[config.mk]
export PLATFORM = sky130hd
export DESIGN_NAME = datapath_loader
export DESIGN_NICKNAME = d
export VERILOG_FILES = /design/src/rtl/datapath_loader.sv
export SDC_FILE = /design/constraint.sdc
export NUM_CORES = 1
export LEC_CHECK = 0
export ABC_AREA = 1
export CORE_UTILIZATION = 30
export DETAILED_ROUTE_END_ITERATION = 8
export PLACE_DENSITY = 0.52
export SKIP_LAST_GASP = 1
export SLEW_MARGIN = 0
export SYNTH_ARGS = -nofsm -noshare
export SYNTH_HDL_FRONTEND = slang
export SYNTH_SLANG_ARGS = --single-unit
[constraint.sdc]
create_clock -name clk -period 1.7 [get_ports clk]
set_input_delay 0.34 -clock clk [delete_from_list [all_inputs] [get_ports clk]]
set_output_delay 0.34 -clock clk [all_outputs]
set_load 0.05 [all_outputs]
[src/rtl/datapath_loader.sv]
// datapath_loader: streams register/instruction preload into a datapath, runs it for a fixed cycle count, then captures and checks its result.
module datapath_loader #(
  parameter int DATA_W = 32,
  parameter int REG_DEPTH = 32,
  parameter int INST_DEPTH = 64,
  parameter int RUN_CYCLES = 10,
  localparam int RA_W = $clog2(REG_DEPTH),
  localparam int IA_W = $clog2(INST_DEPTH)
) (
  input  logic              clk,
  input  logic              rst,
  input  logic              start,
  input  logic              in_valid,
  input  logic [DATA_W-1:0] in_data,
  output logic              in_ready,
  output logic              reg_we,
  output logic [RA_W-1:0]   reg_addr,
  output logic [DATA_W-1:0] reg_wdata,
  output logic              inst_we,
  output logic [IA_W-1:0]   inst_addr,
  output logic [DATA_W-1:0] inst_wdata,
  output logic              dp_run,
  input  logic [DATA_W-1:0] dp_result,
  output logic [DATA_W-1:0] result,
  output logic              match,
  output logic              busy,
  output logic              done
);
  typedef enum logic [2:0] {IDLE, LOAD_REG, LOAD_INST, LOAD_GOLD, RUN, CAPTURE, DONE} state_t;
  localparam int MD = REG_DEPTH > INST_DEPTH ? REG_DEPTH : INST_DEPTH;
  localparam int MX = MD > RUN_CYCLES ? MD : RUN_CYCLES;
  localparam int CW = MX > 1 ? $clog2(MX) : 1;
  state_t state, state_n;
  logic [CW-1:0] cnt, cnt_n;
  logic [DATA_W-1:0] golden;
  logic xfer;
  assign in_ready = state == LOAD_REG || state == LOAD_INST || state == LOAD_GOLD;
  assign xfer = in_valid && in_ready;
  assign dp_run = state == RUN;
  assign done = state == DONE;
  assign busy = !(state == IDLE || state == DONE);
  always_comb begin
    state_n = state;
    cnt_n = cnt;
    case (state)
      IDLE, DONE: if (start) begin
        state_n = LOAD_REG;
        cnt_n = '0;
      end
      LOAD_REG: if (xfer) begin
        state_n = cnt == CW'(REG_DEPTH - 1) ? LOAD_INST : LOAD_REG;
        cnt_n = cnt == CW'(REG_DEPTH - 1) ? '0 : cnt + 1'b1;
      end
      LOAD_INST: if (xfer) begin
        state_n = cnt == CW'(INST_DEPTH - 1) ? LOAD_GOLD : LOAD_INST;
        cnt_n = cnt == CW'(INST_DEPTH - 1) ? '0 : cnt + 1'b1;
      end
      LOAD_GOLD: if (xfer) begin
        state_n = RUN;
        cnt_n = '0;
      end
      RUN: begin
        state_n = cnt == CW'(RUN_CYCLES - 1) ? CAPTURE : RUN;
        cnt_n = cnt == CW'(RUN_CYCLES - 1) ? '0 : cnt + 1'b1;
      end
      CAPTURE: state_n = DONE;
      default: state_n = IDLE;
    endcase
  end
  always_ff @(posedge clk) begin
    if (rst) begin
      state <= IDLE;
      cnt <= '0;
      golden <= '0;
      reg_we <= 1'b0;
      reg_addr <= '0;
      reg_wdata <= '0;
      inst_we <= 1'b0;
      inst_addr <= '0;
      inst_wdata <= '0;
      result <= '0;
      match <= 1'b0;
    end else begin
      state <= state_n;
      cnt <= cnt_n;
      reg_we <= xfer && state == LOAD_REG;
      inst_we <= xfer && state == LOAD_INST;
      if (xfer && state == LOAD_REG) begin
        reg_addr <= cnt[RA_W-1:0];
        reg_wdata <= in_data;
      end
      if (xfer && state == LOAD_INST) begin
        inst_addr <= cnt[IA_W-1:0];
        inst_wdata <= in_data;
      end
      if (xfer && state == LOAD_GOLD) golden <= in_data;
      if (start && !busy) begin
        result <= '0;
        match <= 1'b0;
      end
      if (state == CAPTURE) begin
        result <= dp_result;
        match <= dp_result == golden;
      end
    end
  end
endmodule

=== After elaboration in Yosys (flattened, before gate mapping) ===
Cells that the tools add are included.

* Bits of input ports: 68
* Word-level logic and storage cells: 61
* Bits in registers: 151

* Equality and inequality tests: 14
* Add/sub/neg operators: 1
* Multiplexer cells: 20
* Reductions and logical operators: 15

{| class="wikitable"
|+ Operators by type and width
! kind !! count
|-
| 2-to-1 mux 32 bit || 2
|-
| 2-to-1 mux 6 bit || 7
|-
| == test 32 bit || 1
|-
| one-hot mux 6 bit (5 select lines) || 1
|-
| one-hot mux 3 bit (6 select lines) || 1
|-
| 2-to-1 mux 3 bit || 4
|-
| == test 3 bit (second input constant) || 3
|-
| inequality test 2 bit (second input constant) || 4
|-
| adder 6 x 1 -> 6 bit (second input constant) || 1
|-
| == test 3 x 2 -> 1 bit (second input constant) || 2
|-
| == test 6 x 4 -> 1 bit (second input constant) || 1
|-
| == test 6 x 5 -> 1 bit (second input constant) || 1
|-
| == test 6 bit (second input constant) || 1
|-
| logical AND 1 bit || 5
|-
| AND reduction 5 bit || 1
|-
| nonzero test 5 bit || 1
|-
| 2-to-1 mux 1 bit || 4
|-
| AND reduction 4 bit || 1
|-
| == test 3 x 1 -> 1 bit (second input constant) || 1
|-
| zero test 3 bit || 1
|-
| logical OR 1 bit || 3
|-
| 2-to-1 mux 2 bit || 1
|-
| nonzero test 2 bit || 1
|-
| OR reduction 2 bit || 1
|-
| zero test 1 bit || 1
|}

=== Depth between registers and ports, before layout ===
Gate-level depths: netlist (run 1).

* Depth after elaboration: 6
* Mapped depth: 11
* Mapped depth without buffers: 11

=== Worst setup path after synthesis (run 1) ===
No wires, ideal clock.

* Path kind: register to output
* From: reg state[2]
* To: out busy
* Stages on the path, launching flop included: 6
* Path buffers: 0
* Slack: 0.040 ns
* Arrival: 1.320 ns
* Data required time: 1.360 ns
* Cells stage by stage: dfxtp_1 > inv_1 > o21ai_2 > inv_1 > a21oi_1 > inv_1

* Longest elaborated chain between the ends: 3
* Elaborated cells between the ends (all ways): 4
* Those cells by class: eq/ne (1); reduce/logical (3)

{| class="wikitable"
|+ RTL lines
! what !! RTL line !! text
|-
| start, declared || 33 || <nowiki>state_t state, state_n;</nowiki>
|-
| start signal, assigned || 84 || <nowiki>state <= state_n;</nowiki>
|-
| == test 3 bit / zero test 3 bit (equally long branches) || 41 || <nowiki>assign busy = !(state == IDLE || state == DONE);</nowiki>
|-
| logical OR 1 bit * || 41 ||
|-
| zero test 1 bit * || 41 ||
|-
| end, declared || 26 || <nowiki>output logic busy,</nowiki>
|}

Every way passes the cells marked *; elsewhere a longest branch is shown, timed or not.

=== Worst setup path in the final report (run 1) ===
* From: reg state[0]
* To: out busy

Same word-level chain as after synthesis.

==> results.py, run 1 <==
metrics = {
    "worst_setup_path": {
        "path_delay_family": "flip-flops",
        "path_class": "flip-flop to output pin",
        "critical_path.startpoint": "state[0]$_SDFFE_PP0P_",
        "critPathSlowestCell": "sky130_fd_sc_hd__dfxtp_2",
        "crit_path_end_kind": "output pin",
        "crit_path_max_fanout": 4,
        "required_ps": 1360,
        "cp_slowest_stage_delay_ps": 340,
        "timing.critical_path.buf_inv": 3,
        "r2r_start": "state[2]$_SDFFE_PP0P_",
        "critPathLaunchType": "flip-flop",
        "cp.arrival_ps": 1370,
        "crit_chain": "o21ai_2 > inv_2 > a21oi_2 > inv_1 > buf_6",
    },
    "route": {
        "drt_drc_violations_left": 0,
        "routed-via-count": 5570,
        "detail-route-antenna-nets": 0,
        "drt-initial-drc-count": 355,
        "detail_route.first_pass.iterations": 7,
        "wl_per_cell_um": 14.8,
        "avgViaCountPerCell": 4.41,
        "final_routed_wirelength_across_all_metal_layers_um": 18700,
    },
    "logic_synthesis": {
        "synth_cells": 797,
        "postSynthRegisterBits": 151,
        "synth_largest_area_cell": "sky130_fd_sc_hd__dfxtp_1",
        "share_of_the_yosys_chip_area_belonging_to_registers": 0.510,
        "syn_nets": 867,
        "synth.cell_area_um2": 5920,
        "ys.flop_type": "sky130_fd_sc_hd__dfxtp_1",
        "synth.avg_cell_area_um2": 7.43,
        "synth_top_cells_by_area": "sky130_fd_sc_hd__dfxtp_1 (51%), sky130_fd_sc_hd__nor2_1 (13%), sky130_fd_sc_hd__o21ai_0 (9.7%)",
        "synth_cell_type_count": 26,
        "synthesis.yosys.warnings": 0,
        "synth_enable_flop_cells": 0,
        "synth_common_cells": "sky130_fd_sc_hd__nor2_1 (199), sky130_fd_sc_hd__dfxtp_1 (151), sky130_fd_sc_hd__nand2_1 (127)",
        "post-synth-top-count-cell": "sky130_fd_sc_hd__nor2_1",
        "post-synth-top-area-fraction": 0.510,
        "ys_async_sr_fraction": 0,
    },
    "global_route": {
        "grt-ovfl-total": 0,
        "first_global_vias": 5185,
        "grt_start_max_net_pins": 48,
        "number_of_antenna_violations_at_the_first_check_in_global_routing": 0,
        "track_usage": 0.187,
        "wire_length_of_the_first_global_routing_pass_um": 28700,
    },
    "timing": {
        "max_freq_ghz": 0.586,
        "worst_clock_skew_ps": 11.4,
        "fin_crit_sh": 1.00,
        "final_setup_violating_endpoints": 1,
        "worst_hold_slack_ps": 459,
        "final_worst_setup_slack_ps": -5.27,
        "worst_slew_pin_slew_ps": 344,
        "relSlewSlack": 0.771,
        "report.final.hold_viol_count": 0,
        "post-route-min-period_ps": 1710,
        "final.setup.tns_ps": -5.27,
        "rsz_0062_raised_after_global_routing": "true",
        "slew_viol_final": 0,
    },
    "power_and_ir_drop": {
        "total_leakage_power_uw": 0.00377,
        "power_density_nw_per_um2": 1640,
        "max-vdd-ir-drop_mv": 0.727,
    },
    "final_layout": {
        "nNetsFinal": 1056,
        "post_layout_nonfiller_instances": 1264,
        "postLayoutCellArea_um2": 8640,
        "flow.area_growth_from_synthesis_pct": 45.9,
        "layout-drive-gt1-share": 0.199,
        "diodes": 0,
        "final_core_utilization": 0.446,
    },
    "floorplan": {
        "boundaryPins": 182,
        "die_width_um": 143,
        "core_region_area_um2": 19400,
        "initial_utilization": 0.305,
        "fp.dieH_um": 143,
        "design.die.area_um2": 20300,
        "rows": 51,
    },
    "placement": {
        "post-place-cells": 1222,
        "hpwl_after_dpl_um": 13000,
        "postPlaceCellArea_um2": 7900,
        "gpl.final_weighted_congestion": 0.832,
        "io_buffers": 181,
    },
    "run_status": {
        "run_status": "finished with violations",
        "failing_checks": "negative setup slack",
    },
    "clock_network": {
        "clkLatencyLatePin_ps": 430,
        "hold_buffers": 0,
        "cts_tree": "done",
        "clk_root_buffer_cell": "sky130_fd_sc_hd__clkbuf_16",
        "clock_tree.htree_level_count": 4,
        "cts_sinks": 151,
        "clock_edge_transition_at_the_registers_on_the_reported_setup_and_hold_paths_ps": 60,
        "total_cts_buffers": 17,
        "cts_max_path_buffers": 2,
    },
    "hold_path": {
        "hold_start": "result[19]$_SDFFE_PP0P_",
        "worst_hold_path_type": "flip-flop to flip-flop",
    },
    "run": {
        "maxCapViolations": 0,
    },
}
==> state kept, by name (all words and copies together) (netlist names) <==
| signal | flops |
|---|---|
| cnt | 6 |
| inst_addr | 6 |
| match | 1 |
| golden | 32 |
| inst_wdata | 32 |
| result | 32 |
| reg_wdata | 32 |
| reg_addr | 5 |
| reg_we | 1 |
| state | 3 |
| inst_we | 1 |
==> path summary, 6_finish.rpt <==
check / end / slack [ps] / depth (start not counted)
worst max-delay path: busy / -5 / 5
worst min-delay path: result[19]$_SDFFE_PP0P_ / 460 / 2
worst max register to register: state[0]$_SDFFE_PP0P_ / 160 / 11
worst min register to register: result[19]$_SDFFE_PP0P_ / 460 / 2
==> area by class of cell <==
cell class	instances	area, µm²
inverters	45	169
well taps	265	332
clock inverters	14	205
multi-input cells	558	2530
flip-flops and latches	151	3030
fillers	2022	10800
repair buffers	213	1930
clock buffers	18	439
==> through the flow <==
| stage | power (µW) | setup WS, ps |
|---|---|---|
| floorplan | 7940 | 39.7 |
| global placement | 9890 | 16.1 |
| detailed placement | 9870 | -3.27 |
| CTS | 14200 | -45.6 |
| global route | 15000 | -67.7 |
| finish | 14200 | -5.27 |
==> worst min-delay path, cell delays in order (launching register included) <==
cell	delay [ps]
sky130_fd_sc_hd__dfxtp_1	310
sky130_fd_sc_hd__nand2_1	60
sky130_fd_sc_hd__a21oi_1	50
==> placed cells by master, fill, tap and decap left out, types with 4 or more instances in the layout <==
cell type                         Yosys  layout
sky130_fd_sc_hd__nor2_1             199     198
sky130_fd_sc_hd__inv_2                4       7
sky130_fd_sc_hd__buf_12               0      13
sky130_fd_sc_hd__xor2_1              13      13
sky130_fd_sc_hd__buf_4                2     132
sky130_fd_sc_hd__clkbuf_16            0      17
sky130_fd_sc_hd__clkinv_2             0       5
sky130_fd_sc_hd__o21ai_0            115     114
sky130_fd_sc_hd__clkdlybuf4s50_1      0      67
sky130_fd_sc_hd__a21oi_1             63      62
sky130_fd_sc_hd__xnor2_1             10      10
sky130_fd_sc_hd__dfxtp_1            151     147
sky130_fd_sc_hd__inv_1               41      38
sky130_fd_sc_hd__bufinv_16            0       5
sky130_fd_sc_hd__nand2_1            127     127
sky130_fd_sc_hd__clkinvlp_4           0       4
sky130_fd_sc_hd__nand3_1             14      13
==> report_power, final <==
part	switching (µW)	leakage, µW	internal (µW)
registers	357	0.00123	4150
logic	3660	0.00223	1900
clock network	1520	0.000307	2630
==> what timing repair did <==
action	4_1_cts	5_1_grt
resized for setup	8	4
pin swaps	2	2
endpoints found under the hold margin	0	0
cloned	0	0
buffers inserted	4	6
setup endpoints to repair	4	9
==> kinds of logic (layout without fill, tap and decap cells) <==
group                    count (synthesis)  in the layout  synth area share
AO/OA/AOI/OAI                          182            182             0.156
XOR/XNOR                                23             23            0.0340
adder cells (fa/ha/maj)                  2              2           0.00422
buffers and inverters                   88            290            0.0638
flip-flops                             151            151             0.510
AND/OR/NAND/NOR                        351            351             0.232
==> layer usage <==
| metal | global-route usage | share of wire |
|---|---|---|
| met5 | 0 | 0 |
| met4 | 0.0651 | 0.019 |
| met3 | 0.0565 | 0.060 |
| met2 | 0.269 | 0.42 |
| met1 | 0.262 | 0.50 |
No activity file was read; power rests on OpenSTA's default activity.
==> run 2, diff against run 1 <==
Settings changed: SLEW_MARGIN 0 to unset.
==> results of run 2 <==
No change in the layout: final DEF, timing and power equal those of run 1.
==> run 3, diff against run 2 <==
Settings changed: HOLD_SLACK_MARGIN set to 0.08.
==> results of run 3 <==
No change in the layout: final DEF, timing and power equal those of run 1.
